[src/rtl/step_tick_pkg.sv]
// Shared definitions for the step-enable control block: FSM state codes and
// default divider/debounce settings.
package step_tick_pkg;

    typedef enum logic [1:0] {
        PAUSE = 2'b00,
        RUN   = 2'b01,
        STEP  = 2'b10
    } mode_t;

    localparam int          DIV_WIDTH_C   = 32;
    localparam int unsigned DIV_DEFAULT_C = 32'd250000000;
    localparam int          DEB_CYCLES_C  = 1000000;

endpackage

[src/rtl/btn_debounce.sv]
// Two-flop synchronizer, stability-counter debounce and registered
// rising-edge pulse for one bouncing push-button.
module btn_debounce #(
    parameter int DEB_CYCLES = 4
) (
    input  logic clk,
    input  logic rst_n,
    input  logic btn_raw,
    output logic press
);

    localparam int            CW       = $clog2(DEB_CYCLES);
    localparam logic [CW-1:0] CNT_LAST = CW'(DEB_CYCLES - 1);

    logic          sync_p0;
    logic          sync_p1;
    logic          level_p2;
    logic          level_p3;
    logic [CW-1:0] cnt_p2;

    always_ff @(posedge clk or negedge rst_n) begin
        if (!rst_n) begin
            sync_p0  <= 1'b0;
            sync_p1  <= 1'b0;
            level_p2 <= 1'b0;
            level_p3 <= 1'b0;
            cnt_p2   <= '0;
            press    <= 1'b0;
        end else begin
            sync_p0 <= btn_raw;
            sync_p1 <= sync_p0;
            // Any return to the accepted level restarts the stability window
            if (sync_p1 == level_p2) begin
                cnt_p2 <= '0;
            end else if (cnt_p2 == CNT_LAST) begin
                cnt_p2   <= '0;
                level_p2 <= sync_p1;
            end else begin
                cnt_p2 <= cnt_p2 + CW'(1);
            end
            level_p3 <= level_p2;
            press    <= level_p2 & ~level_p3;
        end
    end

endmodule

[src/rtl/step_tick_ctrl.sv]
// Run/pause/single-step controller producing a one-cycle step enable from a
// runtime-loadable divider, driven by two debounced buttons.
module step_tick_ctrl
    import step_tick_pkg::*;
#(
    parameter int          DIV_WIDTH   = DIV_WIDTH_C,
    parameter int unsigned DIV_DEFAULT = DIV_DEFAULT_C,
    parameter int          DEB_CYCLES  = DEB_CYCLES_C
) (
    input  logic                 clk,
    input  logic                 rst_n,
    input  logic                 btn_mode_raw,
    input  logic                 btn_step_raw,
    input  logic                 div_load,
    input  logic [DIV_WIDTH-1:0] div_value,
    output logic                 step_en,
    output logic                 phase,
    output logic                 run_led,
    output logic [1:0]           mode
);

    mode_t                state;
    mode_t                state_nx;
    logic                 mode_press;
    logic                 step_press;
    logic [DIV_WIDTH-1:0] div_reg;
    logic [DIV_WIDTH-1:0] cnt;
    logic [DIV_WIDTH-1:0] cnt_nx;
    logic                 step_nx;

    btn_debounce #(.DEB_CYCLES(DEB_CYCLES)) u_deb_mode (
        .clk     (clk),
        .rst_n   (rst_n),
        .btn_raw (btn_mode_raw),
        .press   (mode_press)
    );

    btn_debounce #(.DEB_CYCLES(DEB_CYCLES)) u_deb_step (
        .clk     (clk),
        .rst_n   (rst_n),
        .btn_raw (btn_step_raw),
        .press   (step_press)
    );

    // Mode press takes priority over a simultaneous step press
    always_comb begin
        state_nx = state;
        case (state)
            RUN:     if (mode_press) state_nx = PAUSE;
            PAUSE:   if (mode_press) state_nx = RUN;
                     else if (step_press) state_nx = STEP;
            STEP:    state_nx = PAUSE;
            default: state_nx = PAUSE;
        endcase
    end

    always_comb begin
        cnt_nx  = cnt;
        step_nx = 1'b0;
        if (state == RUN) begin
            if (cnt == div_reg) begin
                cnt_nx  = '0;
                step_nx = 1'b1;
            end else begin
                cnt_nx = cnt + DIV_WIDTH'(1);
            end
        end else if (state == PAUSE && state_nx == STEP) begin
            step_nx = 1'b1;
        end
        if (state == PAUSE && state_nx == RUN) cnt_nx = '0;
        // A period load restarts the count and suppresses a coinciding terminal pulse
        if (div_load) begin
            cnt_nx = '0;
            if (state == RUN) step_nx = 1'b0;
        end
    end

    always_ff @(posedge clk or negedge rst_n) begin
        if (!rst_n) begin
            state   <= RUN;
            cnt     <= '0;
            div_reg <= DIV_WIDTH'(DIV_DEFAULT);
            step_en <= 1'b0;
            phase   <= 1'b0;
            run_led <= 1'b1;
        end else begin
            state   <= state_nx;
            cnt     <= cnt_nx;
            if (div_load) div_reg <= div_value;
            step_en <= step_nx;
            if (step_nx) phase <= ~phase;
            run_led <= (state_nx == RUN);
        end
    end

    assign mode = state;

endmodule

[config.mk]
export PLATFORM = sky130hd
export DESIGN_NAME = step_tick_ctrl
export DESIGN_NICKNAME = d
export VERILOG_FILES = /design/src/rtl/step_tick_pkg.sv /design/src/rtl/btn_debounce.sv /design/src/rtl/step_tick_ctrl.sv
export SDC_FILE = /design/constraint.sdc
export NUM_CORES = 1
export LEC_CHECK = 0
export BUFFER_PORTS_ARGS = -buffer_cell sky130_fd_sc_hd__buf_2
export CAP_MARGIN = 0
export CELL_PAD_IN_SITES_DETAIL_PLACEMENT = 1
export CELL_PAD_IN_SITES_GLOBAL_PLACEMENT = 1
export CORE_MARGIN = 2
export CORE_UTILIZATION = 45
export DETAILED_ROUTE_END_ITERATION = 8
export GPL_TIMING_DRIVEN = 0
export MAX_ROUTING_LAYER = met4
export PLACE_DENSITY = 0.82
export SETUP_SLACK_MARGIN = 0.2
export SLEW_MARGIN = 20
export SYNTH_ARGS = -nofsm -noshare
export SYNTH_HDL_FRONTEND = slang
export SYNTH_SLANG_ARGS = --single-unit
[constraint.sdc]
create_clock -name clk -period 5.7 [get_ports clk]
set_clock_uncertainty 0.2 [all_clocks]
set_input_delay 0.285 -clock clk [delete_from_list [all_inputs] [get_ports clk]]
set_output_delay 0.285 -clock clk [all_outputs]
set_load 0.02 [all_outputs]
==> flow_metrics.tcl, run 1 <==
set metrics [dict create \
    synth-seq-cells 119 \
    endpoint_kind "flip-flop" \
    seq_area_frac_synth_pct 52.8 \
    use_met1_pct 27.7 \
    hp-class "flip-flop to flip-flop" \
    timing.max_cap.violations 0 \
    vias 4259 \
    synth-edff-count 0 \
    worstHoldStart "u_deb_step.sync_p0" \
    cp.buffers_inverters 1 \
    die_w_um 116 \
    period_needed_ns 2.63 \
    ys_types 46 \
    die_y_um 116 \
    routabilityCongestion 0.865 \
    hpwl_um 9560 \
    nets 658 \
    max_freq_mhz 380 \
    p_switching_mw 0.474 \
    fill_cells 1341 \
    layout_commonest_cell "dfrtp_1" \
    syn_to_final_growth_pct 25.8 \
    antenna_found_initial 0 \
    worstPathRequired_ns 5.75 \
    floorplan.core_area_sq_um 12500 \
    tightest_slew_ns 0.696 \
    cp_top_family "simple AND/OR/NAND/NOR gates" \
    grt_max_degree 61 \
    p_leak_nw 3.08 \
    ios 42 \
    layout_common_cells "dfrtp_1, nor2_1, xor2_1" \
    reg2regPathDepth 6 \
    switching_share_pct 21.4 \
    synthFlopType "dfrtp_1" \
    rrSetupSlack_ns 3.07 \
    cp_max_fo 10 \
    num_rows 41 \
    rr_startpoint "cnt[1]" \
    grt_pass1_vias 4748 \
    ys_async_sr_fraction_pct 100 \
    status "complete, no violations" \
    cts_tree "yes" \
    rsz0062_at_grt "false" \
    slew_violations 0 \
    cts.clk_slew.worst_paths_ns 0.06 \
    grt-ovfl-total 0 \
    synth_fp_nets 562 \
    p_comb_share_pct 6.0 \
    min_to "u_deb_step.sync_p1" \
    crit_slowest_cell "nor4_1" \
    cp_cell_sequence "xor2_1 -> nor4_1 -> nand4_1 -> o21ai_1 -> buf_2 -> a21oi_1" \
    clock_latency_ns 0.42 \
    hold_viol 0 \
    route.detailed.drc 0 \
    critPathLaunchType "flip-flop" \
    grt_pass1_wl_um 24800 \
    synth_area_per_cell_sq_um 10.9 \
    stdcell_count 803 \
    drive_above_1_share_pct 22.5 \
    r2r_end "cnt[26]" \
    worst_path_largest_cell_delay_ns 0.45 \
    regArea_sq_um 3000 \
    tns_ns 0 \
    cts.sinks 119 \
    relSlewSlack_pct 53.2 \
    grt_use_total_pct 25.0 \
    drt_iter0_markers 234 \
    setup_viol 0 \
    seq_power_share_pct 40.7 \
    postCtsSetupRepairBufs 0 \
    final.period_utilization_pct 46.2 \
    cts.htree.levels 4 \
    cts_buffers 17 \
    vdd_ir_drop_max_mv 0.188 \
    diodes 0 \
    yosysWarnings 0 \
    clockRootBuffer "clkbuf_16" \
    die_area_sq_um 13500 \
    drt_wl_total_um 14900 \
    power_density_nw_per_um2 311 \
    initial_core_util_pct 45.5 \
    cts_resized 0 \
    min_path_cells 0 \
    drtAntennaViolNets 0 \
    drtPass1Iterations 4 \
    portBuffers 41 \
    place_inst 736 \
    p_clk_share_pct 53.3 \
    grt.busiest_layer "met2" \
    power_mw 2.22 \
    netlist_instances 522 \
    syn_area_sq_um 5670 \
    intPower_mw 1.75 \
    fin_hold_ws_ns 0.147 \
    worstPathArrival_ns 2.68 \
    wire_per_inst_um 18.6 \
    cts.hold.buffers_added 35 \
    worstSetupPathType "flip-flop to flip-flop" \
    grt_use_met2_pct 44.0 \
    routed_via_density 5.30 \
    multi_input_area_sq_um 2530 \
    cts_buffer_depth 2 \
    gr-usage-met3_pct 5.71 \
]
worst register-to-register path, cell delays in order (launching register included):
cell and delay, ns:
dfrtp_1 0.43, xor2_1 0.21, nor4_1 0.45, nand4_1 0.33, o21ai_1 0.38, buf_2 0.32
a21oi_1 0.16
metrics by stage:
| stage | utilization, % | instance area (sq um) | worst slack [ns] |
|---|---|---|---|
| after CTS | 57.2 | 7130 | 3.13 |
| final | 57.2 | 7140 | 3.07 |
| after global routing | 57.2 | 7140 | 3.04 |
| after floorplan | - | 5670 | 3.74 |
| after detailed placement | 49.1 | 6130 | 3.26 |
| after global placement | 48.9 | 6090 | 2.70 |
layout make-up:
class / count / share of cell area (%)
Clock inverter: 7 / 1.93
Multi-Input combinational cell: 367 / 35.4
Clock buffer: 25 / 7.22
Sequential cell: 119 / 42.0
Inverter: 16 / 0.842
Tap cell: 172 / 3.02
Buffer: 20 / 1.32
Timing Repair Buffer: 77 / 8.26
synth_stat cells (3+ instances only):
library cell    n  area, sq um
dfrtp_1       104         2600
nor2_1         56          210
xor2_1         50          438
xnor2_1        49          429
mux2_2         34          383
a21oi_1        28          140
nand2_1        23         86.3
nand3_1        22          110
nor3_1         20          100
nor4_1         19          119
inv_1          16         60.1
dfstp_2        15          394
nand4_1        12         75.1
buf_2           9         45.0
and3_1          7         43.8
clkbuf_1        7         26.3
a22oi_1         3         22.5
and4_1          3         26.3
buf_1           3         11.3
ha_1            3         37.5
nor2b_1         3         18.8
o21ai_0         3         15.0
or2_2           3         18.8
or3_1           3         18.8
power by group through the flow:
| stage | clock [mW] | combinational, mW | sequential, mW |
|---|---|---|---|
| finish | 1.18 | 0.133 | 0.903 |
| global route | 1.24 | 0.147 | 0.906 |
| CTS | 1.19 | 0.132 | 0.903 |
| detailed placement | 0 | 0.112 | 0.917 |
| global placement | 0 | 0.104 | 0.914 |
| floorplan | 0 | 0.0606 | 0.910 |
how the worst max path moves through the flow:
stage,from,to,slack [ns],depth (start not counted)
final,cnt[1],cnt[26],3.07,6
after global routing,cnt[1],cnt[26],3.04,6
after detailed placement,cnt[24],cnt[11],3.26,6
after global placement,rst_n,u_deb_step.cnt_p2[1],2.70,1
after floorplan,mode[0],cnt[24],3.74,6
after CTS,cnt[1],cnt[11],3.13,6
logic make-up after synthesis:
logic type / after synthesis / share of synthesized area (%)
compound gates: 41 / 4.21
xor+xnor: 99 / 15.3
fa+ha+maj: 3 / 0.662
buf+inv: 36 / 2.71
flops: 119 / 52.8
mux: 35 / 6.93
simple gates: 189 / 17.4
routing by layer:
metal  wire length, um  share of wire (%)
met5                 0                  0
met4               353                2.4
met3               560                3.7
met2              8060                 54
met1              5980                 40
Power figures use the tool's default switching activity.
==> run 2: changes to the inputs <==
==> constraint.sdc (replaced) <==
create_clock -name clk -period 2.6 [get_ports clk]
set_clock_uncertainty 0.2 [all_clocks]
set_input_delay 0.13 -clock clk [delete_from_list [all_inputs] [get_ports clk]]
set_output_delay 0.13 -clock clk [all_outputs]
set_load 0.02 [all_outputs]
==> run 2 against run 1 <==
Critical path depth grew 1; register-to-register slack lost 2.8 ns; critical path type unchanged; wire length shrank 0.84%; combinational power grew 120%; largest power group unchanged; hold slack lost 0.084 ns; design area grew 0.91%; die area is the same; via count is essentially flat; flip-flop and latch count is the same; core utilization grew 0.52 points.
==> flow_metrics.tcl, run 2 (synthesis gave the netlist of run 1 again) <==
set metrics [dict create \
    ios 42 \
    crit_slowest_cell "dfrtp_1" \
    antenna_found_initial 0 \
    p_comb_share_pct 6.1 \
    setup_slack_ns 0.251 \
    p_switching_mw 1.03 \
    seq_power_share_pct 40.7 \
    rsz0062_at_grt "false" \
    clockRootBuffer "clkbuf_16" \
    switching_share_pct 21.2 \
    timing.max_cap.violations 0 \
    worstPathArrival_ns 2.41 \
    hpwl_um 9560 \
    worstSetupPathType "flip-flop to flip-flop" \
    cts_buffers 17 \
    vias 4258 \
    die_y_um 116 \
    cts.clk_slew.worst_paths_ns 0.05 \
    layout_common_cells "dfrtp_1, nor2_1, xor2_1" \
    tightest_slew_ns 0.696 \
    cp_top_family "simple AND/OR/NAND/NOR gates" \
    intPower_mw 3.83 \
    vdd_ir_drop_max_mv 0.411 \
    drt_wl_total_um 14800 \
    setup_viol 0 \
    grt-ovfl-total 0 \
    final.period_utilization_pct 90.3 \
    grt_max_degree 61 \
    die_w_um 116 \
    cts_tree "yes" \
    die_area_sq_um 13500 \
    cp.buffers_inverters 2 \
    hp-class "primary input to async pin" \
    diodes 0 \
    cts.sinks 119 \
    route.detailed.drc 0 \
    grt_pass1_vias 4745 \
    status "complete, no violations" \
    routed_via_density 5.29 \
    p_clk_share_pct 53.2 \
    grt_pass1_wl_um 24700 \
    routabilityCongestion 0.865 \
    portBuffers 41 \
    slew_violations 0 \
    drtAntennaViolNets 0 \
    place_area_sq_um 6130 \
    power_density_nw_per_um2 675 \
    cts_buffer_depth 2 \
    num_rows 41 \
    grt_use_total_pct 24.9 \
    clock_latency_ns 0.42 \
    wire_per_inst_um 18.4 \
    syn_to_final_growth_pct 27.0 \
    period_needed_ns 2.35 \
    drt_iter0_markers 213 \
    cp_max_fo 10 \
    drive_above_1_share_pct 23.9 \
    floorplan.core_area_sq_um 12500 \
    drtPass1Iterations 4 \
    cp_cell_sequence "xor2_1 -> nor4_2 -> nand4_1 -> buf_4 -> o21ai_2 -> clkbuf_4 -> a21oi_1" \
    critPathLaunchType "flip-flop" \
    relSlewSlack_pct 53.2 \
    place_ws_ns 0.160 \
    max_freq_mhz 426 \
    p_leak_nw 3.09 \
    cts.htree.levels 4 \
    hold_viol 0 \
    nets 660 \
    worst_path_largest_cell_delay_ns 0.44 \
    endpoint_kind "flip-flop" \
    layout_commonest_cell "dfrtp_1" \
    initial_core_util_pct 45.5 \
    post-route-util_pct 57.8 \
    final_area_sq_um 7200 \
    worstPathRequired_ns 2.66 \
    fin_hold_ws_ns 0.0632 \
]
run 2: path summary, 6_finish.rpt:
check / slack, ns / start / end / cells after the start
min reg2reg: 0.15 / u_deb_step.sync_p0 / u_deb_step.sync_p1 / 0
max: 0.25 / cnt[1] / cnt[26] / 7
max reg2reg: 0.25 / cnt[1] / cnt[26] / 7
min in group clk: 0.10 / div_load / step_en / 3
min: 0.06 / rst_n / div_reg[24] / 2
max in group asynchronous: 1.40 / rst_n / div_reg[7] / 3
run 2: power groups by stage:
stage | clock (mW) | combinational, mW | sequential, mW
2_1_floorplan | 0 | 0.133 | 1.99
3_3_place_gp | 0 | 0.228 | 2.00
3_5_place_dp | 0 | 0.245 | 2.01
4_1_cts | 2.62 | 0.291 | 1.98
5_1_grt | 2.71 | 0.330 | 1.99
6_report | 2.58 | 0.298 | 1.98
run 2: timing repair:
item,4_1_cts,5_1_grt
buffers inserted,0,2
hold buffers,35,0
hold endpoints to repair,144,0
setup endpoints to repair,30,51
pin swaps,0,3
resized for setup,2,9
run 2: layout make-up:
cell class | instances | area (sq um)
fill | 1332 | 5270
sequential | 119 | 3000
multi-input combinational | 367 | 2570
timing repair buffer | 79 | 604
clock buffer | 25 | 515
tap | 172 | 215
clock inverter | 7 | 138
buffer | 20 | 104
inverter | 16 | 60.1
run 2: metal layers:
metal,share of wire [%],GRT usage [%],vias up,wire (um)
met1,40,28.0,2186,5900
li1,-,-,1986,-
met2,55,43.5,68,8190
met3,3.4,5.81,18,505
met5,0,-,-,0
met4,1.6,8.97,0,231
run 2: per-stage QoR:
| step | cells | TNS (ns) | power (mW) |
|---|---|---|---|
| after floorplan | 522 | 0 | 2.13 |
| after global placement | 735 | -24.68 | 2.23 |
| after detailed placement | 736 | 0 | 2.25 |
| after CTS | 803 | 0 | 4.89 |
| after global routing | 805 | 0 | 5.03 |
| final | 805 | 0 | 4.86 |
==> run 3: changes to the inputs <==
--- a/config.mk
+++ b/config.mk
@@ -12,7 +12,6 @@
 export CORE_MARGIN = 2
 export CORE_UTILIZATION = 45
 export DETAILED_ROUTE_END_ITERATION = 8
-export GPL_TIMING_DRIVEN = 0
 export MAX_ROUTING_LAYER = met4
 export PLACE_DENSITY = 0.82
 export SETUP_SLACK_MARGIN = 0.2
==> run 3 against run 2 <==
Flip-flop and latch count did not move; sequential power barely moved; first-iteration DRC count fell by 5.6%; final cell count fell by 0.75%; hold slack improved by 0.084 ns; largest power group unchanged; critical path depth did not move; highest routed layer unchanged.
==> flow_metrics.tcl, run 3 (synthesis gave the netlist of run 1 again) <==
set metrics [dict create \
    status "complete, no violations" \
    vias 4271 \
    grt_pass1_wl_um 24500 \
    cts.clk_slew.worst_paths_ns 0.06 \
    fill_cells 1352 \
    syn_to_final_growth_pct 25.4 \
    tightest_slew_ns 0.539 \
    worstSetupPathType "flip-flop to flip-flop" \
    rsz0062_at_grt "false" \
    period_needed_ns 2.27 \
    drtAntennaViolNets 0 \
    num_rows 41 \
    cts.sinks 119 \
    power_density_nw_per_um2 649 \
    clockRootBuffer "clkbuf_16" \
    slew_violations 0 \
    multi_input_area_sq_um 2540 \
    route.detailed.drc 0 \
    post-route-util_pct 57.1 \
    ios 42 \
    grt_pass1_vias 4751 \
    nets 654 \
    drtPass1Iterations 4 \
    grt_max_degree 61 \
    endpoint_kind "flip-flop" \
    die_w_um 116 \
    relSlewSlack_pct 64.1 \
    cp_max_fo 17 \
    crit_slowest_cell "dfrtp_1" \
    cts_tree "yes" \
    grt-ovfl-total 0 \
    diodes 0 \
    drt_wl_total_um 14800 \
    worstPathArrival_ns 2.33 \
    hp-class "flip-flop to flip-flop" \
    regArea_sq_um 3000 \
    hold_viol 0 \
    clock_latency_ns 0.42 \
    portBuffers 41 \
    final.period_utilization_pct 87.2 \
    critPathLaunchType "flip-flop" \
    layout_common_cells "dfrtp_1, nor2_1, xor2_1" \
    cp_cell_sequence "xor2_1 -> nor4_2 -> nand4_1 -> buf_4 -> o21ai_2 -> buf_4 -> a22oi_1" \
    antenna_found_initial 0 \
    grt_use_total_pct 25.0 \
    layout_commonest_cell "dfrtp_1" \
    initial_core_util_pct 45.5 \
    worst_path_largest_cell_delay_ns 0.43 \
    max_freq_mhz 441 \
    cpMostUsedCell "buf_4" \
    vdd_ir_drop_max_mv 0.465 \
    p_leak_nw 3.06 \
    cts_buffer_depth 2 \
    cts.htree.levels 4 \
    drt_iter0_markers 201 \
    wire_per_inst_um 18.5 \
    place_inst 726 \
    cts_buffers 17 \
    tns_ns 0 \
    drive_above_1_share_pct 23.3 \
    floorplan.core_area_sq_um 12500 \
    routed_via_density 5.35 \
    stdcell_count 799 \
    hpwl_um 9460 \
    setup_viol 0 \
    timing.max_cap.violations 0 \
    cp_top_family "simple AND/OR/NAND/NOR gates" \
    die_y_um 116 \
    worstPathRequired_ns 2.66 \
    cp.buffers_inverters 2 \
    die_area_sq_um 13500 \
    routabilityCongestion 0.813 \
]
-- run 3: final timing paths --
check                      depth (start not counted)               start            endpoint  slack, ns
max                                                7              cnt[1]             cnt[29]       0.33
min                                                0  u_deb_step.sync_p0  u_deb_step.sync_p1       0.15
min reg2reg                                        0  u_deb_step.sync_p0  u_deb_step.sync_p1       0.15
min in group asynchronous                          3               rst_n             cnt[22]       0.54
max in group asynchronous                          4               rst_n             cnt[23]       0.72
max reg2reg                                        7              cnt[1]             cnt[29]       0.33
-- run 3: worst register-to-register path, cell delays in order (launching register included) --
cell and delay (ns):
dfrtp_1 0.43, xor2_1 0.21, nor4_2 0.41, nand4_1 0.13, buf_4 0.18, o21ai_2 0.15, buf_4 0.25, a22oi_1 0.14
-- run 3: cell type report --
type	count	share of cell area (%)
Clock buffer	21	6.61
Clock inverter	11	1.72
Inverter	16	0.844
Multi-Input combinational cell	367	35.7
Sequential cell	119	42.1
Tap cell	172	3.03
Timing Repair Buffer	93	9.99
-- run 3: metrics by stage --
step	hold WS, ns	power, mW	setup slack, ns	instance area (sq um)
floorplan	-0.366	2.13	0.638	5670
global placement	-0.101	2.24	0.276	6100
detailed placement	-0.103	2.25	0.257	6100
CTS	0.127	4.67	0.257	7100
global route	0.155	4.78	0.222	7110
finish	0.147	4.62	0.332	7110
-- run 3: what timing repair did --
action                                  4_1_cts  5_1_grt
gates resized for setup                       1        1
setup buffers                                 0        1
hold endpoints to repair                    146        0
hold buffers                                 40        0
pin swaps                                     0        2
endpoints found under the setup margin       14       11
-- run 3: power by group --
group | switching (mW) | internal (mW)
clock network | 0.860 | 1.48
registers | 0.0527 | 1.93
logic | 0.146 | 0.146
-- run 3: routing by layer --
layer	track usage, %	share of wire (%)	up-vias
li1	-	-	1977
met4	10.0	2.5	0
met1	27.8	40	2166
met3	7.21	4.9	28
met5	-	0	-
met2	42.5	52	100
